[config.mk]
export PLATFORM = sky130hd
export DESIGN_NAME = sync_fifo_lvl
export DESIGN_NICKNAME = d
export VERILOG_FILES = /design/src/rtl/sync_fifo_lvl.sv
export SDC_FILE = /design/constraint.sdc
export NUM_CORES = 2
export LEC_CHECK = 0
export BUFFER_PORTS_ARGS = -buffer_cell sky130_fd_sc_hd__buf_2
export CAP_MARGIN = 5
export CORE_UTILIZATION = 40
export DETAILED_ROUTE_END_ITERATION = 12
export PLACE_DENSITY = 0.54
export SLEW_MARGIN = 25
export SYNTH_ARGS = -nofsm -noshare
export SYNTH_HDL_FRONTEND = slang
export SYNTH_SLANG_ARGS = --single-unit
[constraint.sdc]
create_clock -name clk_i -period 7 [get_ports clk_i]
set_clock_uncertainty 0.2 [all_clocks]
set_input_delay 1.4 -clock clk_i [delete_from_list [all_inputs] [get_ports clk_i]]
set_output_delay 1.4 -clock clk_i [all_outputs]
set_load 0.02 [all_outputs]
[src/rtl/sync_fifo_lvl.sv]
// sync_fifo_lvl: single-clock first-word-fall-through FIFO with exact fill level,
//   programmable almost-full/almost-empty thresholds and sticky overflow/underflow flags.
// Latency: a word pushed at edge N is visible on data_o after edge N; status flags come from registers only.
// Backpressure: a push while full is accepted only together with a pop; other pushes while full
//   are dropped and set overflow_o. A pop while empty is dropped and sets underflow_o.
//
// Ports:
//   clk_i, arstn_i              clock, asynchronous active-low reset
//   data_i, push_i              write data / write request
//   pop_i                       read request, acknowledges the current data_o
//   data_o                      head word (mem[rd_ptr]), meaningful while empty_o=0
//   full_o, empty_o             level == FIFO_DEPTH / level == 0
//   almost_full_o               level >= afull_thr_i
//   almost_empty_o              level <= aempty_thr_i
//   afull_thr_i, aempty_thr_i   quasi-static thresholds, sampled continuously
//   level_o                     current word count, 0..FIFO_DEPTH
//   overflow_o, underflow_o     sticky error flags
//   clear_err_i                 synchronous clear of the error flags (a new error in the same cycle wins)
//   flush_i                     present only when SYNC_FIFO_LVL_FLUSH_EN is defined: empties the FIFO
//
// Optional feature macro: SYNC_FIFO_LVL_FLUSH_EN

module sync_fifo_lvl #(
  parameter int FIFO_WIDTH = 32,
  parameter int FIFO_DEPTH = 64,
  parameter int LVL_WIDTH  = $clog2(FIFO_DEPTH + 1)
) (
  input  logic                  clk_i,
  input  logic                  arstn_i,
  input  logic [FIFO_WIDTH-1:0] data_i,
  input  logic                  push_i,
  input  logic                  pop_i,
  output logic [FIFO_WIDTH-1:0] data_o,
  output logic                  full_o,
  output logic                  empty_o,
  output logic                  almost_full_o,
  output logic                  almost_empty_o,
  input  logic [LVL_WIDTH-1:0]  afull_thr_i,
  input  logic [LVL_WIDTH-1:0]  aempty_thr_i,
  output logic [LVL_WIDTH-1:0]  level_o,
  output logic                  overflow_o,
  output logic                  underflow_o,
`ifdef SYNC_FIFO_LVL_FLUSH_EN
  input  logic                  flush_i,
`endif
  input  logic                  clear_err_i
);

  localparam int                   PTR_W    = $clog2(FIFO_DEPTH);
  localparam logic [PTR_W-1:0]     PTR_LAST = PTR_W'(FIFO_DEPTH - 1);
  localparam logic [LVL_WIDTH-1:0] LVL_MAX  = LVL_WIDTH'(FIFO_DEPTH);

  logic [FIFO_WIDTH-1:0] mem [FIFO_DEPTH];
  logic [PTR_W-1:0]      wr_ptr;
  logic [PTR_W-1:0]      rd_ptr;
  logic [LVL_WIDTH-1:0]  level;
  logic                  overflow;
  logic                  underflow;

  logic                  full;
  logic                  empty;
  logic                  flush;
  logic                  push_acc;
  logic                  pop_acc;
  logic                  ovf_set;
  logic                  unf_set;
  logic                  err_clr;

`ifdef SYNC_FIFO_LVL_FLUSH_EN
  assign flush = flush_i;
`else
  assign flush = 1'b0;
`endif

  // Status decodes look only at the level register, so they never glitch on push/pop.
  assign full  = (level == LVL_MAX);
  assign empty = (level == '0);

  // A push into a full FIFO is still taken when a pop frees a slot in the same cycle.
  // Flush overrides both requests.
  assign push_acc = push_i & (~full | pop_i) & ~flush;
  assign pop_acc  = pop_i & ~empty & ~flush;

  // Flush leaves the error flags completely untouched, including clear.
  assign ovf_set = push_i & full & ~pop_i & ~flush;
  assign unf_set = pop_i & empty & ~flush;
  assign err_clr = clear_err_i & ~flush;

  // Pointers wrap by explicit compare so non-power-of-two depths work.
  function automatic logic [PTR_W-1:0] ptr_inc(input logic [PTR_W-1:0] p);
    return (p == PTR_LAST) ? '0 : p + PTR_W'(1);
  endfunction

  always_ff @(posedge clk_i or negedge arstn_i) begin
    if (!arstn_i) begin
      wr_ptr <= '0;
      rd_ptr <= '0;
      level  <= '0;
    end else if (flush) begin
      wr_ptr <= '0;
      rd_ptr <= '0;
      level  <= '0;
    end else begin
      if (push_acc) wr_ptr <= ptr_inc(wr_ptr);
      if (pop_acc)  rd_ptr <= ptr_inc(rd_ptr);
      case ({push_acc, pop_acc})
        2'b10:   level <= level + LVL_WIDTH'(1);
        2'b01:   level <= level - LVL_WIDTH'(1);
        default: level <= level;
      endcase
    end
  end

  // Set has priority over clear so an error in the clearing cycle is not lost.
  always_ff @(posedge clk_i or negedge arstn_i) begin
    if (!arstn_i) begin
      overflow  <= 1'b0;
      underflow <= 1'b0;
    end else begin
      overflow  <= ovf_set | (overflow  & ~err_clr);
      underflow <= unf_set | (underflow & ~err_clr);
    end
  end

  // Storage has no reset; contents are only observable once written.
  always_ff @(posedge clk_i) begin
    if (push_acc) mem[wr_ptr] <= data_i;
  end

  assign data_o         = mem[rd_ptr];
  assign full_o         = full;
  assign empty_o        = empty;
  assign almost_full_o  = (level >= afull_thr_i);
  assign almost_empty_o = (level <= aempty_thr_i);
  assign level_o        = level;
  assign overflow_o     = overflow;
  assign underflow_o    = underflow;

endmodule

==> results.cfg <==
[run_status]
outcome = finished, final reports clean

[finish]
drive_gt1_frac = 0.300
nets = 3814
syn_to_final_growth_pct = 14.3

[power]
combPwrFrac = 0.258
seqPwrFrac = 0.422
pwr-share-clk = 0.320
netSwitchingPower_uw = 10400
powerDensity_nw_per_um2 = 375
internal_power_uw = 23800
leakage_uw = 0.0284
switching_share = 0.304
irDropWorstVdd_mv = 0.273

[placed_design]
gp_congestion = 0.753
port-buffer-count = 95
dp_hpwl_mm = 113

[floorplan]
boundaryPins = 96
fp.dieH_um = 449
start_util = 0.403
fp.dieArea_um2 = 201000
fp.coreArea_um2 = 198000
placementRows = 163
die-width_um = 449

[setup_path]
cp_max_fo = 28
crit_chain = buf_12 -> buf_12 -> mux4_2 -> nor2b_1 -> a211oi_1 -> a21oi_1 -> o22ai_1 -> a211oi_1 -> buf_2
r2r_start = level_o[1]$_DFFE_PN0P_
crit_buf_inv = 3
cp.required_ns = 5.40
endpoint = data_o[17]
critPathKind = flop to primary output
cp.depth = 9
worstRegToRegCells = 6
end_kind = primary output
reg2reg_slack_ns = 2.75
slowest_stage = dfrtp_4
cp-startpoint = rd_ptr[0]$_DFFE_PN0P_
r2r_end = mem[5][24]$_DFFE_PP_
worstPathArrival_ns = 4.50
startpoint_type = flop
critPathTopFamily = compound AO/OA/AOI/OAI gates
critical-path-max-stage-delay_ns = 0.94

[logic_synthesis]
synth-simple-area-share = 0.0129
synth_compound_area_frac = 0.0222
async_reset_ff_frac = 0.0101
synth_area_um2 = 79800
synth_top_family_by_area = multiplexers
syn_inst = 3468
synth_top_area_share = 0.771
synth_area_leaders = edfxtp_1 77%, mux4_2 15%, mux2i_1 1.3%
yosysUniqueCellTypes = 49
yosysSeqAreaShare = 0.777
syn_nets = 3542
synth-seq-cells = 2069
synthAdderAreaFrac = 0.00370
synthMuxAreaShare = 0.169
ys_warn_count = 0
synth_edf_count = 2048
avgSynthCellArea_um2 = 23.0
yosysTopAreaCell = edfxtp_1
yosys_most_used_dff = edfxtp_1
synthXorXnorAreaFrac = 0.00110

[timing]
post-route-min-period_ns = 6.10
fin_crit_sh = 0.872
rsz0062_at_grt = false
setup-tns-final_ns = 0
worst_pin_slew_ns = 1.08
slew_headroom = 0.278
fin_hold_ws_ns = 0.320
hold_viol = 0
setup_viol = 0
drv_slew = 0
fmax_ghz = 0.164

[drt]
drtAntennaViolNets = 0
first_pass_iters = 5
drt_iter0_markers = 3863
wl_per_cell_um = 31.1
wirelength_mm = 204
vias = 37000
drc = 0
routed_via_density = 5.65

[global_route]
grt_max_degree = 96
grt_use_total = 0.202
antenna_found_initial = 10
overflow = 0
grt_pass1_wl_mm = 290
grt_pass1_vias = 37900

[cts]
cts_resized = 0
cts_sinks = 2069
cts_made_buffers = 210
cts_max_level = 4
clk_latency_ns = 0.85
cts_tree = yes
cts_buffer_depth = 3
clk_pin_slew_ns = 0.06
cts_root_buf = clkbuf_16
ctsHoldBuffers = 0
post_cts_buffers = 0

[hold_path]
hold_class = flop to flop
hold_start = underflow_o$_DFF_PN0_

[job]
maxCapViolations = 0
-- per-layer routing --
layer | vias up | track usage | routed length (um)
li1 | 15400 | - | -
met4 | 4 | 0.0516 | 4340
met5 | - | 0 | 26
met3 | 244 | 0.0360 | 11900
met1 | 20300 | 0.290 | 89400
met2 | 1148 | 0.321 | 98400
-- cells by family after synthesis --
family / count (synthesis)
AND/OR/NAND/NOR: 216
XOR/XNOR: 10
flip-flops: 2069
multiplexers: 658
adder cells (fa/ha/maj): 23
AO/OA/AOI/OAI: 277
buffers and inverters: 215
-- synth_stat cells (7+ instances only) --
cell type,instances
mux4_2,547
o21ai_1,9
nor2_1,105
nand3_1,10
a21oi_1,83
dfrtp_1,21
buf_6,19
o22ai_1,29
a22oi_1,9
a32oi_1,8
buf_4,29
nor2b_1,55
inv_1,27
mux2_2,11
buf_1,15
a211oi_1,61
o221ai_1,10
buf_2,55
nand2_1,22
o21ai_0,42
ha_1,22
clkbuf_1,69
edfxtp_1,2048
a221oi_1,7
mux2i_1,100
-- metrics by stage --
step | cells | total power, uW | worst slack (ns) | util | cell area [um^2]
2_1_floorplan | 3468 | 20200 | 2.63 | - | 79800
3_3_place_gp | 6164 | 23700 | 1.59 | 0.427 | 84400
3_5_place_dp | 6168 | 23700 | 1.59 | 0.427 | 84500
4_1_cts | 6553 | 34600 | 0.641 | 0.461 | 91200
5_1_grt | 6555 | 35400 | 0.677 | 0.461 | 91200
6_report | 6558 | 34200 | 0.898 | 0.461 | 91200
-- final cells by class --
type	instances	area, um^2
sequential	2069	62000
clock inverter	131	1190
multi-input combinational	1184	17100
fill	16300	107000
clock buffer	254	5490
tap	2640	3300
antenna	5	12.5
inverter	27	101
timing repair buffer	248	1940
-- state kept, by name, summed over array words and instances, names as in the netlist --
name,count
wr_ptr,6
level_o,7
underflow_o,1
mem,2048
rd_ptr,6
overflow_o,1
-- power by group through the flow --
stage	Combinational (uW)	Clock [uW]	Sequential, uW
2_1_floorplan	5810	0	14400
3_3_place_gp	8990	0	14700
3_5_place_dp	9020	0	14700
4_1_cts	9050	11100	14400
5_1_grt	9360	11600	14500
6_report	8840	10900	14400
-- how the worst min path moves through the flow --
stage	to	slack, ns	depth (start not counted)
after floorplan	wr_ptr[2]$_DFFE_PN0P_	0.34	2
after global placement	overflow_o$_DFF_PN0_	0.30	2
after detailed placement	overflow_o$_DFF_PN0_	0.32	2
after CTS	underflow_o$_DFF_PN0_	0.33	2
after global routing	underflow_o$_DFF_PN0_	0.35	2
final	underflow_o$_DFF_PN0_	0.32	2
-- tightest hold or removal path, stage by stage, from the launching register on --
cell and delay, ns:
dfrtp_1 0.37, inv_1 0.05, o21ai_0 0.06
-- layout by cell type, fill, tap and decap left out, types with 4 or more instances in the layout --
cell type  count
edfxtp_1    2048
dfrtp_1       16
nor2_1        40
a22oi_1        9
clkinv_2      40
a21oi_1       83
bufinv_16     17
clkbuf_1      39
mux2_2        11
nand3_1        9
buf_2         87
ha_1          22
mux4_2       547
xor2_1         4
clkinv_1      57
dfrtp_4        4
a21o_1         6
diode_2        5
o22ai_1       29
nor2b_1       54
nor3_1         6
nand3b_1       4
a32oi_1        8
nand2b_1       4
o21ai_0       42
nand2_1       21
o221ai_1      10
inv_1         27
a221oi_1       7
mux2i_1      100
xnor2_1        6
nor2_4        65
buf_4        139
o21ai_1        9
inv_16         5
a211oi_1      61
buf_12        18
clkbuf_16    212
(Power assumes the default switching activity.)
